File: src/rtl/imem_loader_if.sv
// ============================================================================
// imem_loader_if : byte-stream, control and IMemory write bundle of imem_loader
// Rev 1.0
// ============================================================================
`default_nettype none

interface imem_loader_if #(
   parameter int ADDR_W = 10
) ();
   logic              start;
   logic              in_valid;
   logic [7:0]        in_data;
   logic              in_ready;
   logic              imem_we;
   logic [ADDR_W-1:0] imem_addr;
   logic [31:0]       imem_wdata;
   logic              cpu_hold;
   logic              done;
   logic              error;

   modport slave (
      input  start, in_valid, in_data,
      output in_ready, imem_we, imem_addr, imem_wdata, cpu_hold, done, error
   );

   modport master (
      output start, in_valid, in_data,
      input  in_ready, imem_we, imem_addr, imem_wdata, cpu_hold, done, error
   );
endinterface

`default_nettype wire

File: src/rtl/imem_loader.sv
// ============================================================================
// imem_loader : length-prefixed byte stream -> 32-bit IMemory words from addr 0
// Rev 1.0
// ============================================================================
`default_nettype none

module imem_loader #(
   parameter int ADDR_W = 10
) (
   input  wire logic    clock,
   input  wire logic    reset_n,
   imem_loader_if.slave bus
);
   localparam logic [16:0] c_DEPTH = 17'd1 << ADDR_W;

   typedef enum logic [2:0] {
      S_IDLE   = 3'd0,
      S_LEN_HI = 3'd1,
      S_LEN_LO = 3'd2,
      S_DATA   = 3'd3,
      S_WRITE  = 3'd4,
      S_DONE   = 3'd5,
      S_ERR    = 3'd6
   } state_t;

   state_t            r_state;
   logic [7:0]        r_len_hi;
   logic [15:0]       r_len;
   logic [15:0]       r_word_cnt;
   logic [1:0]        r_byte_cnt;
   logic [23:0]       r_word;
   logic              r_in_ready;
   logic              r_we;
   logic [ADDR_W-1:0] r_addr;
   logic [31:0]       r_wdata;
   logic              r_hold;
   logic              r_done;
   logic              r_error;

   logic              w_xfer;
   logic [15:0]       w_len;
   logic [15:0]       w_word_nxt;

   assign w_xfer     = bus.in_valid & r_in_ready;
   assign w_len      = {r_len_hi, bus.in_data};
   assign w_word_nxt = r_word_cnt + 16'd1;

   // Outputs are registered alongside the state, so each is set on entry to the
   // state that owns it rather than decoded from r_state.
   always_ff @(posedge clock or negedge reset_n) begin
      if (!reset_n) begin
         r_state    <= S_IDLE;
         r_len_hi   <= 8'd0;
         r_len      <= 16'd0;
         r_word_cnt <= 16'd0;
         r_byte_cnt <= 2'd0;
         r_word     <= 24'd0;
         r_in_ready <= 1'b0;
         r_we       <= 1'b0;
         r_addr     <= '0;
         r_wdata    <= 32'd0;
         r_hold     <= 1'b1;
         r_done     <= 1'b0;
         r_error    <= 1'b0;
      end else begin
         r_we <= 1'b0;
         case (r_state)
            S_IDLE: begin
               if (bus.start) begin
                  r_state    <= S_LEN_HI;
                  r_in_ready <= 1'b1;
               end
            end
            S_LEN_HI: begin
               if (w_xfer) begin
                  r_len_hi <= bus.in_data;
                  r_state  <= S_LEN_LO;
               end
            end
            S_LEN_LO: begin
               if (w_xfer) begin
                  r_len      <= w_len;
                  r_word_cnt <= 16'd0;
                  r_byte_cnt <= 2'd0;
                  if (w_len == 16'd0) begin
                     r_state    <= S_DONE;
                     r_in_ready <= 1'b0;
                     r_done     <= 1'b1;
                     r_hold     <= 1'b0;
                  end else if ({1'b0, w_len} > c_DEPTH) begin
                     r_state    <= S_ERR;
                     r_in_ready <= 1'b0;
                     r_error    <= 1'b1;
                  end else begin
                     r_state <= S_DATA;
                  end
               end
            end
            S_DATA: begin
               if (w_xfer) begin
                  r_word     <= {r_word[15:0], bus.in_data};
                  r_byte_cnt <= r_byte_cnt + 2'd1;
                  // byte_cnt wraps back to 0 here, ready for the next word
                  if (r_byte_cnt == 2'd3) begin
                     r_state    <= S_WRITE;
                     r_in_ready <= 1'b0;
                     r_we       <= 1'b1;
                     r_addr     <= r_word_cnt[ADDR_W-1:0];
                     r_wdata    <= {r_word, bus.in_data};
                  end
               end
            end
            S_WRITE: begin
               r_word_cnt <= w_word_nxt;
               if (w_word_nxt == r_len) begin
                  r_state <= S_DONE;
                  r_done  <= 1'b1;
                  r_hold  <= 1'b0;
               end else begin
                  r_state    <= S_DATA;
                  r_in_ready <= 1'b1;
               end
            end
            S_DONE: begin
               if (bus.start) begin
                  r_state    <= S_LEN_HI;
                  r_in_ready <= 1'b1;
                  r_done     <= 1'b0;
                  r_hold     <= 1'b1;
               end
            end
            S_ERR: begin
               if (bus.start) begin
                  r_state    <= S_LEN_HI;
                  r_in_ready <= 1'b1;
                  r_error    <= 1'b0;
               end
            end
            default: begin
               r_state    <= S_IDLE;
               r_in_ready <= 1'b0;
            end
         endcase
      end
   end

   assign bus.in_ready   = r_in_ready;
   assign bus.imem_we    = r_we;
   assign bus.imem_addr  = r_addr;
   assign bus.imem_wdata = r_wdata;
   assign bus.cpu_hold   = r_hold;
   assign bus.done       = r_done;
   assign bus.error      = r_error;
endmodule

`default_nettype wire

File: src/flat_wrapper.sv
// flat-port wrapper written by rule: the top's interface ports become plain ports
module imem_loader_flat 
#(
   parameter int ADDR_W = 10
)
  (clock, reset_n, bus_start, bus_in_valid, bus_in_data, bus_in_ready, bus_imem_we, bus_imem_addr, bus_imem_wdata, bus_cpu_hold, bus_done, bus_error);
  imem_loader_if #(.ADDR_W(ADDR_W)) bus_i ();
  input  wire logic clock;
  input  wire logic reset_n;
  input wire logic [$bits(bus_i.start)-1:0] bus_start;
  input wire logic [$bits(bus_i.in_valid)-1:0] bus_in_valid;
  input wire logic [$bits(bus_i.in_data)-1:0] bus_in_data;
  output wire logic [$bits(bus_i.in_ready)-1:0] bus_in_ready;
  output wire logic [$bits(bus_i.imem_we)-1:0] bus_imem_we;
  output wire logic [$bits(bus_i.imem_addr)-1:0] bus_imem_addr;
  output wire logic [$bits(bus_i.imem_wdata)-1:0] bus_imem_wdata;
  output wire logic [$bits(bus_i.cpu_hold)-1:0] bus_cpu_hold;
  output wire logic [$bits(bus_i.done)-1:0] bus_done;
  output wire logic [$bits(bus_i.error)-1:0] bus_error;
  assign bus_i.start = bus_start;
  assign bus_i.in_valid = bus_in_valid;
  assign bus_i.in_data = bus_in_data;
  assign bus_in_ready = bus_i.in_ready;
  assign bus_imem_we = bus_i.imem_we;
  assign bus_imem_addr = bus_i.imem_addr;
  assign bus_imem_wdata = bus_i.imem_wdata;
  assign bus_cpu_hold = bus_i.cpu_hold;
  assign bus_done = bus_i.done;
  assign bus_error = bus_i.error;
  imem_loader #(.ADDR_W(ADDR_W)) u_core (.clock(clock), .reset_n(reset_n), .bus(bus_i));
endmodule
File: config.mk
export PLATFORM = sky130hd
export DESIGN_NAME = imem_loader_flat
export DESIGN_NICKNAME = d
export VERILOG_FILES = /design/src/rtl/imem_loader_if.sv /design/src/rtl/imem_loader.sv /design/src/flat_wrapper.sv
export SDC_FILE = /design/constraint.sdc
export NUM_CORES = 1
export LEC_CHECK = 0
export ABC_AREA = 0
export CORE_MARGIN = 3
export CORE_UTILIZATION = 61
export CTS_CLUSTER_DIAMETER = 80
export DETAILED_ROUTE_END_ITERATION = 6
export GPL_ROUTABILITY_DRIVEN = 0
export GPL_TIMING_DRIVEN = 0
export PLACE_DENSITY = 0.85
export SLEW_MARGIN = 20
export SYNTH_ARGS = -nofsm -noshare
export SYNTH_HDL_FRONTEND = slang
export SYNTH_SLANG_ARGS = --single-unit
File: constraint.sdc
create_clock -name clock -period 5.94 [get_ports clock]
set_input_delay 0.594 -clock clock [delete_from_list [all_inputs] [get_ports clock]]
set_output_delay 0.594 -clock clock [all_outputs]
set_load 0.01 [all_outputs]
# Word-level counts from Yosys, hierarchy flattened
# Index checks and enable logic that the tools add are counted.
# W data, S select, Z words.
classes:
  add_sub_neg: 2
  magnitude_cmp: 1
  n_eq_ne: 21
  mux: 38
  bitwise_logic: 2
  reduce_logical: 17
op_table:
  columns: ["cell", "n"]
  rows:
  - ["$pmux W16 S2", 1]
  - ["$mux W3", 8]
  - ["$mux W1", 20]
  - ["$add A16 B1 Y16 const B", 1]
  - ["$eq A16 B16 Y1", 1]
  - ["$gt A16 B11 Y1 const B", 1]
  - ["$logic_not A16 Y1", 1]
  - ["$mux W16", 1]
  - ["$ne A2 B1 Y1 const B", 8]
  - ["$pmux W3 S5", 1]
  - ["$reduce_and A5 Y1", 3]
  - ["$eq A3 B3 Y1 const B", 3]
  - ["$ne A2 B2 Y1 const B", 4]
  - ["$reduce_and A2 Y1", 4]
  - ["$reduce_and A7 Y1", 1]
  - ["$eq A3 B2 Y1 const B", 2]
  - ["$pmux W1 S3", 2]
  - ["$reduce_and A3 Y1", 2]
  - ["$reduce_bool A2 Y1", 3]
  - ["$pmux W1 S5", 1]
  - ["$mux W2", 2]
  - ["$pmux W2 S2", 1]
  - ["$eq A3 B1 Y1 const B", 1]
  - ["$logic_not A3 Y1", 1]
  - ["8 further kinds", 8]
totals:
  reg_bits: 116
  in_bits: 12
  wordCells: 94

# Longest topological paths before layout
depth:
  depth_word: 5
  mapped_depth: 9
  mapped_depth_nobuf: 7

# Least setup slack after synthesis
# OpenSTA, ideal clock, no wires.
synth_path:
  path_type: "flip-flop to flip-flop"
  from: "register u_core.r_word_cnt[0]"
  to: "register u_core.r_state[2]"
  arrival_ns: 2.432
  t_required_ns: 5.864
  setup_slack_ns: 3.431
  path_stages_with_launch: 8
  n_path_buf: 0
  synth_period_minus_slack_ns: 2.509
  path_cell_list: "dfrtp_1 > ha_1 > xor3_1 > nor3_1 > nand4_1 > or4_4 > or4_1 > o21ai_1"
synth_via:
  elab_chain_cells: 4
synth_rtl:
  columns: ["element", "line", "text"]
  rows:
  - ["start: declaration", "imem_loader.sv:29", "logic [15:0] r_word_cnt;"]
  - ["start signal: assignment", "imem_loader.sv:114", "r_word_cnt <= w_word_nxt;"]
  - ["$add A16 B1 Y16", "imem_loader.sv:46", "assign w_word_nxt = r_word_cnt + 16'd1;"]
  - ["$eq A16 B16 Y1", "imem_loader.sv:115", "if (w_word_nxt == r_len) begin"]
  - ["$mux W3", "imem_loader.sv:115", null]
  - ["$pmux W3 S5", "imem_loader.sv:67", "case (r_state)"]
  - ["end signal: assignment", "imem_loader.sv:70", "r_state <= S_LEN_HI;"]
  - ["end signal: assignment", "imem_loader.sv:116", "r_state <= S_DONE;"]
  - ["end signal: assignment", "imem_loader.sv:120", "r_state <= S_DATA;"]
  - ["end: declaration", "imem_loader.sv:26", "state_t r_state;"]
# Every way passes these cells.
# A chain may end at the register's enable or synchronous reset.

# Worst setup path in the final report
layout_path:
  from: "register u_core.r_word_cnt[0]"
  to: "register u_core.r_state[1]"
# Same word-level chain as after synthesis.

==> metrics.txt <==
max_cap viols=0; CP arrival=3.46 ns; Top FF cell, synth=dfrtp_1; fin util=0.798; worst endpoint required time=6.30 ns; GRT Residual Overflow=0; DRC violations left=0; IO Pins=59; Final Hold Viols=0; min-delay worst type=input port to asynchronous set/reset pin; post-route minimum period=3.10 ns; clock-pin slew on the worst setup and hold paths=0.06 ns; initial antenna violation count=0; Max Slew Vio Count=0; synthesis-to-finish area growth=25.1%; 1st-pass router iterations=5; setup bufs post-CTS=0; post-CTS sizing=0; area occupied by registers=2900 um2; largest area contributor in the netlist=dfrtp_1; synthesized instance count=470; die height=99.6 um; Seq cells post-synth=116; maximum fanout along the worst path=8; WL per Instance=19.7 um; worst slew pin tran=0.824 ns; period utilization=0.521; number of synthesized flops with an enable pin=0; IO Port Bufs=58; Iter 0 DRT Violations=329; worst-case clock skew=0.0134 ns; post-synthesis cell area=5350 um2; Post-Layout Inst Area=6690 um2; peak supply drop=0.248 mV; CTS tree=built; final wirelength=13100 um; cts bufs inserted=17; most numerous cell in the Yosys netlist=dfrtp_1; Die X=99.6 um; # H-tree levels=4; placed cell areas=6090 um2; post-DP HPWL=8350 um; post-synthesis sequential area ratio=0.543; count of cell types in the netlist=51; Fin Setup TNS=0 ns; syn nets=484; core area=8380 um2; GRT Util Overall=0.281; RSZ-0062 raised after global routing=no; CTS max path bufs=2; Initial Util=0.638; largest cells by area after synthesis=dfrtp_1 54%, mux2_2 16%, nand2_1 5.3%; Crit Path Category=flop to flop; fraction of registers with async set/reset=1.00; Max Freq=0.323 GHz; Antenna diodes=0; Placed Cells=634; clock root buffer master=clkbuf_8; Post-DRT Antenna Nets=0; pin count of the biggest net entering global routing=74; nets=562; syn avg cell area=11.4 um2; final setup violation count=0; Pleak=3.13 nW; multi-input logic area=2310 um2; Synth Warn #=0; CP Capture Type=flop; CTS sink cnt=116; startpoint types=flop; DR vias/cell=6.15; worst-skew pair later-pin latency=0.51 ns; layout cells sized above 1=0.230; status=completed; Pwr per Cell Area=450 nW/um2; first-pass GRT wire length=21400 um; Hold Buf Count CTS=0; Synth top cells by count=115 x dfrtp_1, 76 x nand2_1, 75 x mux2_2; Max-slew headroom=0.448; FILL cells=496; # rows=33; area of the die=9930 um2; top-area cell type share of the netlist area=0.538; total via count in the routed design=4099; vias in the first global route=4145; non-filler cells, final=666
metrics by stage:
| stage | hold slack [ns] | power [mW] | worst slack (ns) |
|---|---|---|---|
| 6_report | 0.00405 | 3.01 | 2.84 |
| 5_1_grt | 0.0222 | 3.15 | 2.67 |
| 4_1_cts | 0.00433 | 3.00 | 2.87 |
| 3_5_place_dp | 0.460 | 1.97 | 2.60 |
| 3_3_place_gp | 0.456 | 1.91 | 0.0346 |
| 2_1_floorplan | 0.298 | 1.71 | 3.43 |
cell families (layout without fill, tap and decap cells):
| group | count (synthesis) | after routing | synth area share |
|---|---|---|---|
| muxes | 78 | 78 | 0.164 |
| adders and majority gates | 3 | 3 | 0.00655 |
| and+or+nand+nor | 157 | 157 | 0.145 |
| DFF | 116 | 116 | 0.543 |
| AOI/OAI and AO/OA | 64 | 64 | 0.0718 |
| buffers and inverters | 29 | 120 | 0.0285 |
| xor gates and xnor gates | 23 | 23 | 0.0405 |
path summary, 6_finish.rpt:
kind	start	endpoint	slack, ns	cells past startpoint
worst min-delay path	reset_n	u_core.bus.imem_wdata[22]	0.004	1
max in group asynchronous	reset_n	u_core.r_len[1]	5.26	2
worst min register to register	u_core.r_word[21]	u_core.r_word[21]	0.47	2
min in group clock	u_core.r_word[21]	u_core.r_word[21]	0.47	2
worst max-delay path	u_core.r_word_cnt[0]	u_core.r_state[1]	2.84	7
worst max register to register	u_core.r_word_cnt[0]	u_core.r_state[1]	2.84	7
per-layer routing:
layer | global-route usage | vias up | share of wire
met5 | 0 | - | 0
met4 | 0.0998 | 0 | 0.018
met3 | 0.0547 | 31 | 0.054
met2 | 0.473 | 168 | 0.51
met1 | 0.364 | 2089 | 0.42
li1 | - | 1811 | -
worst max-delay path, cell delays in order, from the launching register on:
cell	delay, ns
dfrtp_1	0.52
ha_1	0.32
xor3_1	0.45
nor3_1	0.27
nand4_1	0.15
or4_4	0.57
nor4_1	0.53
o21ai_0	0.15
power by group:
part / total, mW / switching [mW] / internal (mW)
clock: 1.01 / 0.395 / 0.610
combinational: 0.837 / 0.446 / 0.391
sequential: 1.17 / 0.178 / 0.991
total: 3.01 / 1.02 / 1.99
cells in the final DEF, fill, tap and decap left out, types with 4 or more instances in the layout:
cell type,n
nor2b_1,6
xor2_1,8
and3_1,5
inv_6,5
nand3_1,11
nor4_1,4
dfrtp_1,115
a21oi_1,11
clkbuf_1,17
xnor2_1,14
nand4_1,6
o31ai_1,8
o21ai_0,30
nand2_1,76
mux2_2,75
nor2_1,25
clkdlybuf4s50_1,57
buf_6,5
clkbuf_16,16
state kept, by name, indices dropped and copies added (netlist names):
signal,flops
u_core.bus.cpu_hold,1
u_core.bus.done,1
u_core.bus.error,1
u_core.bus.imem_addr,10
u_core.bus.imem_wdata,32
u_core.bus.imem_we,1
u_core.bus.in_ready,1
u_core.r_byte_cnt,2
u_core.r_len,16
u_core.r_len_hi,8
u_core.r_state,3
u_core.r_word,24
u_core.r_word_cnt,16
final cells by class:
type	count	area share
flip-flops and latches	116	0.434
multi-input cells	325	0.345
repair buffers	59	0.0911
clock buffers	18	0.0625
clock inverters	14	0.0251
plain buffers	26	0.0211
well taps	105	0.0196
inverters	3	0.00168
(Power assumes the default switching activity.)
